**src/rtl/vga_mem_pkg.sv**
```systemverilog
// Shared frame-buffer geometry, pixel format and painter state encoding
// for the VGA frame-buffer side of the design.
package vga_mem_pkg;

  localparam int unsigned VGA_FB_W    = 160;
  localparam int unsigned VGA_FB_H    = 120;
  localparam int unsigned VGA_SQ      = 8;
  localparam int unsigned VGA_ADDR_W  = 15;
  localparam int unsigned VGA_COLOR_W = 3;
  localparam int unsigned VGA_BG      = 0;

  typedef enum logic [1:0] {
    ST_IDLE,
    ST_ERASE,
    ST_DRAW,
    ST_WAIT_DONE
  } state_t;

endpackage

```
**src/rtl/square_step_painter_if.sv**
```systemverilog
// Frame-buffer write port plus delay-timer en/done handshake.
interface square_step_painter_if
  import vga_mem_pkg::*;
#(
  parameter int unsigned ADDR_W  = VGA_ADDR_W,
  parameter int unsigned COLOR_W = VGA_COLOR_W
);

  logic               wr_en;
  logic [ADDR_W-1:0]  wr_addr;
  logic [COLOR_W-1:0] wr_data;
  logic               delay_en;
  logic               delay_done;

  modport master (
    output wr_en, wr_addr, wr_data, delay_en,
    input  delay_done
  );

  modport slave (
    input  wr_en, wr_addr, wr_data, delay_en,
    output delay_done
  );

endinterface

```
**src/rtl/square_step_painter_rect_scanner.sv**
```systemverilog
// Walks an SQ x SQ rectangle of the frame buffer in raster order, one
// registered address per cycle; go restarts the walk at (x0,y0).
module rect_scanner
  import vga_mem_pkg::*;
#(
  parameter int unsigned FB_W   = VGA_FB_W,
  parameter int unsigned SQ     = VGA_SQ,
  parameter int unsigned ADDR_W = VGA_ADDR_W
) (
  input  logic              clk,
  input  logic              rst,
  input  logic              go,
  input  logic [7:0]        x0,
  input  logic [7:0]        y0,
  output logic              valid,
  output logic [ADDR_W-1:0] addr,
  output logic              last
);

  localparam int unsigned CW = $clog2(SQ * SQ);
  localparam int unsigned XW = $clog2(SQ);
  localparam logic [CW-1:0]     CNT_LAST = CW'(SQ * SQ - 1);
  localparam logic [XW-1:0]     COL_LAST = XW'(SQ - 1);
  localparam logic [ADDR_W-1:0] FB_W_A   = ADDR_W'(FB_W);
  localparam logic [ADDR_W-1:0] ROW_SKIP = ADDR_W'(FB_W - SQ + 1);

  logic [CW-1:0] cnt;

  assign last = valid && (cnt == CNT_LAST);

  // go wins over last so a new burst can follow the previous one with no gap
  always_ff @(posedge clk or negedge rst) begin
    if (!rst) begin
      valid <= 1'b0;
      cnt   <= '0;
      addr  <= '0;
    end else if (go) begin
      valid <= 1'b1;
      cnt   <= '0;
      addr  <= ADDR_W'(y0) * FB_W_A + ADDR_W'(x0);
    end else if (valid) begin
      if (last) begin
        valid <= 1'b0;
      end else begin
        cnt  <= cnt + 1'b1;
        addr <= (cnt[XW-1:0] == COL_LAST) ? addr + ROW_SKIP : addr + 1'b1;
      end
    end
  end

endmodule

```
**src/rtl/square_step_painter.sv**
```systemverilog
// Timer-paced animation: erase the square, step it one cell with wrap,
// redraw it, then wait for the delay timer before the next step.
module square_step_painter
  import vga_mem_pkg::*;
#(
  parameter int unsigned FB_W    = VGA_FB_W,
  parameter int unsigned FB_H    = VGA_FB_H,
  parameter int unsigned SQ      = VGA_SQ,
  parameter int unsigned ADDR_W  = VGA_ADDR_W,
  parameter int unsigned COLOR_W = VGA_COLOR_W,
  parameter int unsigned BG      = VGA_BG
) (
  input  logic                  clk,
  input  logic                  rst,
  input  logic                  run,
  input  logic [COLOR_W-1:0]    color,
  square_step_painter_if.master fb,
  output logic [7:0]            pos_x,
  output logic [7:0]            pos_y,
  output logic                  busy
);

  localparam logic [8:0] SQ9 = 9'(SQ);
  localparam logic [8:0] W9  = 9'(FB_W);
  localparam logic [8:0] H9  = 9'(FB_H);
  localparam logic [7:0] SQ8 = 8'(SQ);

  state_t state, state_n;
  logic first, done_q, done_edge;
  logic go, step;
  logic [7:0] nx, ny;
  logic scan_valid, scan_last;
  logic [ADDR_W-1:0] scan_addr;
  logic [COLOR_W-1:0] wr_data_q;
  logic delay_en_q;

  assign done_edge   = fb.delay_done & ~done_q;
  assign fb.wr_en    = scan_valid;
  assign fb.wr_addr  = scan_addr;
  assign fb.wr_data  = wr_data_q;
  assign fb.delay_en = delay_en_q;

  rect_scanner #(
    .FB_W  (FB_W),
    .SQ    (SQ),
    .ADDR_W(ADDR_W)
  ) u_scan (
    .clk  (clk),
    .rst  (rst),
    .go   (go),
    .x0   (nx),
    .y0   (ny),
    .valid(scan_valid),
    .addr (scan_addr),
    .last (scan_last)
  );

  // Scanner origin is the post-step position so DRAW starts right after ERASE
  always_comb begin
    nx = pos_x;
    ny = pos_y;
    if (step) begin
      if ({1'b0, pos_x} + SQ9 >= W9) begin
        nx = '0;
        ny = ({1'b0, pos_y} + SQ9 >= H9) ? '0 : pos_y + SQ8;
      end else begin
        nx = pos_x + SQ8;
      end
    end
  end

  always_comb begin
    state_n = state;
    go      = 1'b0;
    step    = 1'b0;
    unique case (state)
      ST_IDLE: begin
        if (run) begin
          go      = 1'b1;
          state_n = first ? ST_DRAW : ST_ERASE;
        end
      end
      ST_ERASE: begin
        if (scan_last) begin
          step    = 1'b1;
          go      = 1'b1;
          state_n = ST_DRAW;
        end
      end
      ST_DRAW: begin
        if (scan_last) state_n = run ? ST_WAIT_DONE : ST_IDLE;
      end
      ST_WAIT_DONE: begin
        if (done_edge) begin
          if (run) begin
            go      = 1'b1;
            state_n = ST_ERASE;
          end else begin
            state_n = ST_IDLE;
          end
        end
      end
      default: state_n = ST_IDLE;
    endcase
  end

  always_ff @(posedge clk or negedge rst) begin
    if (!rst) begin
      state      <= ST_IDLE;
      first      <= 1'b1;
      done_q     <= 1'b0;
      pos_x      <= '0;
      pos_y      <= '0;
      busy       <= 1'b0;
      delay_en_q <= 1'b0;
      wr_data_q  <= '0;
    end else begin
      state      <= state_n;
      done_q     <= fb.delay_done;
      busy       <= (state_n != ST_IDLE);
      delay_en_q <= (state_n == ST_WAIT_DONE);
      pos_x      <= nx;
      pos_y      <= ny;
      if (state == ST_DRAW && scan_last) first <= 1'b0;
      if (go) wr_data_q <= (state_n == ST_DRAW) ? color : COLOR_W'(BG);
    end
  end

endmodule

```
**src/flat_wrapper.sv**
```systemverilog
// flat-port wrapper written by rule: the top's interface ports become plain ports
module square_step_painter_flat import vga_mem_pkg::*;
#(
  parameter int unsigned FB_W    = VGA_FB_W,
  parameter int unsigned FB_H    = VGA_FB_H,
  parameter int unsigned SQ      = VGA_SQ,
  parameter int unsigned ADDR_W  = VGA_ADDR_W,
  parameter int unsigned COLOR_W = VGA_COLOR_W,
  parameter int unsigned BG      = VGA_BG
)
  (clk, rst, run, color, pos_x, pos_y, busy, fb_wr_en, fb_wr_addr, fb_wr_data, fb_delay_en, fb_delay_done);
  square_step_painter_if #(.ADDR_W(ADDR_W), .COLOR_W(COLOR_W)) fb_i ();
  input  logic clk;
  input  logic rst;
  input  logic run;
  input  logic [COLOR_W-1:0] color;
  output logic [7:0] pos_x;
  output logic [7:0] pos_y;
  output logic busy;
  output wire logic [$bits(fb_i.wr_en)-1:0] fb_wr_en;
  output wire logic [$bits(fb_i.wr_addr)-1:0] fb_wr_addr;
  output wire logic [$bits(fb_i.wr_data)-1:0] fb_wr_data;
  output wire logic [$bits(fb_i.delay_en)-1:0] fb_delay_en;
  input wire logic [$bits(fb_i.delay_done)-1:0] fb_delay_done;
  assign fb_wr_en = fb_i.wr_en;
  assign fb_wr_addr = fb_i.wr_addr;
  assign fb_wr_data = fb_i.wr_data;
  assign fb_delay_en = fb_i.delay_en;
  assign fb_i.delay_done = fb_delay_done;
  square_step_painter #(.FB_W(FB_W), .FB_H(FB_H), .SQ(SQ), .ADDR_W(ADDR_W), .COLOR_W(COLOR_W), .BG(BG)) u_core (.clk(clk), .rst(rst), .run(run), .color(color), .fb(fb_i), .pos_x(pos_x), .pos_y(pos_y), .busy(busy));
endmodule
```
**config.mk**
```make
export PLATFORM = sky130hd
export DESIGN_NAME = square_step_painter_flat
export DESIGN_NICKNAME = d
export VERILOG_FILES = /design/src/rtl/vga_mem_pkg.sv /design/src/rtl/square_step_painter_if.sv /design/src/rtl/square_step_painter_rect_scanner.sv /design/src/rtl/square_step_painter.sv /design/src/flat_wrapper.sv
export SDC_FILE = /design/constraint.sdc
export NUM_CORES = 1
export LEC_CHECK = 0
export BUFFER_PORTS_ARGS = -buffer_cell sky130_fd_sc_hd__buf_4
export CELL_PAD_IN_SITES_DETAIL_PLACEMENT = 1
export CELL_PAD_IN_SITES_GLOBAL_PLACEMENT = 1
export CORE_UTILIZATION = 46
export CTS_CLUSTER_DIAMETER = 150
export DETAILED_ROUTE_END_ITERATION = 10
export PLACE_DENSITY_LB_ADDON = 0.25
export SLEW_MARGIN = 20
export SYNTH_ARGS = -nofsm -noshare
export SYNTH_HDL_FRONTEND = slang
export SYNTH_SLANG_ARGS = --single-unit
```
**constraint.sdc**
```tcl
create_clock -name clk -period 10.9 [get_ports clk]
set_input_delay 2.18 -clock clk [delete_from_list [all_inputs] [get_ports clk]]
set_output_delay 2.18 -clock clk [all_outputs]
set_load 0.05 [all_outputs]
```
==> flow_summary.json <==
{
  "status": "finished, final reports clean",
  "crit_required_ns": 11.09,
  "met1_usage": 0.287,
  "holdWs_ns": 0.486,
  "rsz0062_at_grt": "false",
  "gp_congestion": 0.858,
  "hpwl_um": 5610,
  "clockRootBuffer": "clkbuf_8",
  "drtAntennaViolNets": 0,
  "syn_area_mm2": 0.00308,
  "clk_latency_ns": 0.31,
  "cp-startpoint": "u_core.pos_y[3]",
  "tns_ns": 0,
  "ys.warnings.count": 0,
  "drv_cap": 0,
  "fin_skew_ns": 0.0133,
  "synth_seq_cells": 47,
  "drive_gt1_frac": 0.182,
  "area_growth_pct": 15.8,
  "fp.dieH_um": 83.8,
  "grt_max_degree": 48,
  "synth.distinct_cells": 60,
  "ys.flop_type": "dfrtp_1",
  "cp-end-kind": "register",
  "rr_endpoint": "u_core.u_scan.addr[14]",
  "hold_path_class": "reg2reg",
  "p_leak_nw": 1.67,
  "clock_sinks": 47,
  "routed_via_density": 5.72,
  "syn_inst": 332,
  "post_drt_wl_per_cell_um": 16.8,
  "hold_buffers": 0,
  "met3_usage": 0.0336,
  "fmax_mhz": 224,
  "ios": 44,
  "min_period_over_period": 0.409,
  "post-cts-setup-buffer-count": 0,
  "slew_violations": 0,
  "die-area_mm2": 0.00702,
  "reg2reg_depth": 21,
  "antenna_found_initial": 0,
  "die-width_um": 83.8,
  "endpoint": "u_core.u_scan.addr[14]",
  "initial_core_util": 0.482,
  "start_kind": "register",
  "clkTransAtPathRegs_ns": 0.10,
  "synth-edff-count": 0,
  "final-setup-viol-count": 0,
  "grt_pass1_wl_um": 13100,
  "worst_pin_slew_ns": 0.816,
  "portBuffers": 43,
  "num_vias": 2575,
  "grt.total_usage": 0.232,
  "route.detailed.drc": 0,
  "period_minus_slack_ns": 4.46,
  "synth_fp_nets": 363,
  "cts_buffer_depth": 2,
  "ctsResizeCount": 0,
  "hold_depth": 1,
  "drtIter0Drc": 89,
  "multi_input_area_mm2": 0.00179,
  "core_area_mm2": 0.00639,
  "r2r-start": "u_core.pos_y[3]",
  "seq_area_frac_synth": 0.383,
  "regArea_mm2": 0.00118,
  "critPathKind": "reg2reg",
  "rows": 29,
  "cts_tree": "done",
  "final_nets": 403,
  "first_pass_iters": 4,
  "cts_buffers": 5,
  "overflow": 0,
  "grtUsageMet2": 0.420,
  "power_density_mw_per_mm2": 230,
  "h-tree-depth": 2,
  "vdd_drop_max_mv": 0.186,
  "antenna_cells": 0,
  "syn_avg_cell_area_um2": 9.27,
  "cp_max_fo": 7,
  "cp.arrival_ns": 4.65,
  "slew_headroom": 0.456,
  "r2r_slack_ns": 6.44,
  "grt.busiest_layer": "met2",
  "hold_viol": 0,
  "synthArstFlopShare": 1.00,
  "wirelength_um": 7570,
  "grt_pass1_vias": 2677,
  "fillCellCount": 758
}
[per-layer routing]
metal | share of wire | vias to the layer above | wire (um)
li1 | - | 1243 | -
met1 | 0.45 | 1292 | 3380
met2 | 0.52 | 34 | 3900
met3 | 0.023 | 6 | 177
met4 | 0.014 | 0 | 106
met5 | 0 | - | 0
[kinds of logic (layout without fill, tap and decap cells)]
logic type               Yosys count  after routing  synth area share
XOR/XNOR                          27             27            0.0769
flip-flops                        47             47             0.383
AO/OA/AOI/OAI                     80             80             0.181
buffers and inverters             24             65            0.0342
adder cells (fa/ha/maj)           24             24             0.102
AND/OR/NAND/NOR                  128            128             0.216
multiplexers                       2              2           0.00651
[synth_stat cells (3+ instances only)]
| cell | number | share of area |
|---|---|---|
| dfrtp_1 | 46 | 0.37 |
| nand2b_1 | 5 | 0.010 |
| nand3_1 | 11 | 0.018 |
| o21ai_1 | 12 | 0.020 |
| o21a_1 | 3 | 0.0073 |
| and2_1 | 12 | 0.024 |
| o31a_1 | 3 | 0.0085 |
| xnor2_1 | 15 | 0.043 |
| clkbuf_1 | 6 | 0.0073 |
| ha_1 | 22 | 0.089 |
| nor3b_1 | 4 | 0.0098 |
| a21oi_1 | 19 | 0.031 |
| nor2_1 | 33 | 0.040 |
| a31oi_1 | 6 | 0.012 |
| o21ai_0 | 11 | 0.018 |
| inv_1 | 11 | 0.013 |
| a22o_1 | 3 | 0.0085 |
| buf_2 | 3 | 0.0049 |
| a21o_1 | 3 | 0.0073 |
| xor2_1 | 12 | 0.034 |
| nand2_1 | 37 | 0.045 |
| nor3_1 | 6 | 0.0098 |
[how the worst min path moves through the flow]
stage                         to  slack (ns)          from
detailed placement  u_core.first        0.47  u_core.first
finish              u_core.first        0.49  u_core.first
floorplan           u_core.first        0.45  u_core.first
CTS                 u_core.first        0.49  u_core.first
global placement    u_core.first        0.47  u_core.first
global route        u_core.first        0.50  u_core.first
[worst max-delay path, stage by stage (launching register included)]
cell and delay [ns]:
dfrtp_1 0.45, inv_1 0.07, ha_1 0.31, or4_1 0.43, o21bai_2 0.18, o22ai_1 0.12
nor2_1 0.12, o21a_1 0.20, nand2b_1 0.18, o21ai_1 0.14, ha_1 0.31, ha_1 0.16
inv_1 0.05, fa_1 0.39, nor2b_1 0.16, o31a_1 0.19, o21ai_0 0.13, nand3_1 0.11
nor2_1 0.07, a2111oi_4 0.32, xor2_1 0.19, o21ai_1 0.07
[placed cells by master, fill, tap and decap left out, drive strengths merged, types with 3 or more instances in the layout]
master / Yosys / routed
dfrtp: 46 / 46
buf: 5 / 44
nand2: 37 / 37
nor2: 33 / 33
o21ai: 24 / 24
ha: 22 / 22
a21oi: 20 / 20
xnor2: 15 / 15
inv: 13 / 14
and2: 12 / 12
xor2: 12 / 12
nand3: 12 / 12
nor3: 7 / 7
a31oi: 7 / 7
nand2b: 5 / 5
clkbuf: 6 / 5
nor3b: 4 / 4
o21a: 3 / 3
a21o: 3 / 3
o31a: 3 / 3
a22o: 3 / 3
o31ai: 3 / 3
nand3b: 3 / 3
or2: 3 / 3
a21boi: 3 / 3
nor4: 3 / 3
[per-stage QoR]
stage / std cells / util / power [mW] / worst slack [ns] / area [um^2]
floorplan: 332 / - / 0.573 / 6.53 / 3080
global placement: 442 / 0.540 / 0.671 / 6.61 / 3450
detailed placement: 442 / 0.540 / 0.686 / 6.42 / 3450
CTS: 450 / 0.558 / 0.826 / 6.42 / 3560
global route: 450 / 0.558 / 0.874 / 6.07 / 3560
finish: 450 / 0.558 / 0.820 / 6.44 / 3560
[final cells by class]
cell class	instances	share of cell area
well taps	77	0.0270
repair buffers	44	0.0927
inverters	13	0.0137
clock inverters	3	0.0130
clock buffers	5	0.0193
multi-input cells	261	0.504
flip-flops and latches	47	0.331
[where the power goes]
group | switching, mW | internal [mW]
registers | 0.0582 | 0.226
logic | 0.257 | 0.143
clock network | 0.0660 | 0.0692
total | 0.382 | 0.439
[registers in the layout, summed over array words and instances (netlist names)]
| signal | count |
|---|---|
| u_core.u_scan.addr | 15 |
| u_core.pos_x | 8 |
| u_core.pos_y | 8 |
| u_core.u_scan.cnt | 6 |
| u_core.fb.wr_data | 3 |
| u_core.state | 2 |
| u_core.busy | 1 |
| u_core.done_q | 1 |
| u_core.fb.delay_en | 1 |
| u_core.first | 1 |
| u_core.u_scan.valid | 1 |
Note: power is estimated with default switching activity, not from simulation.
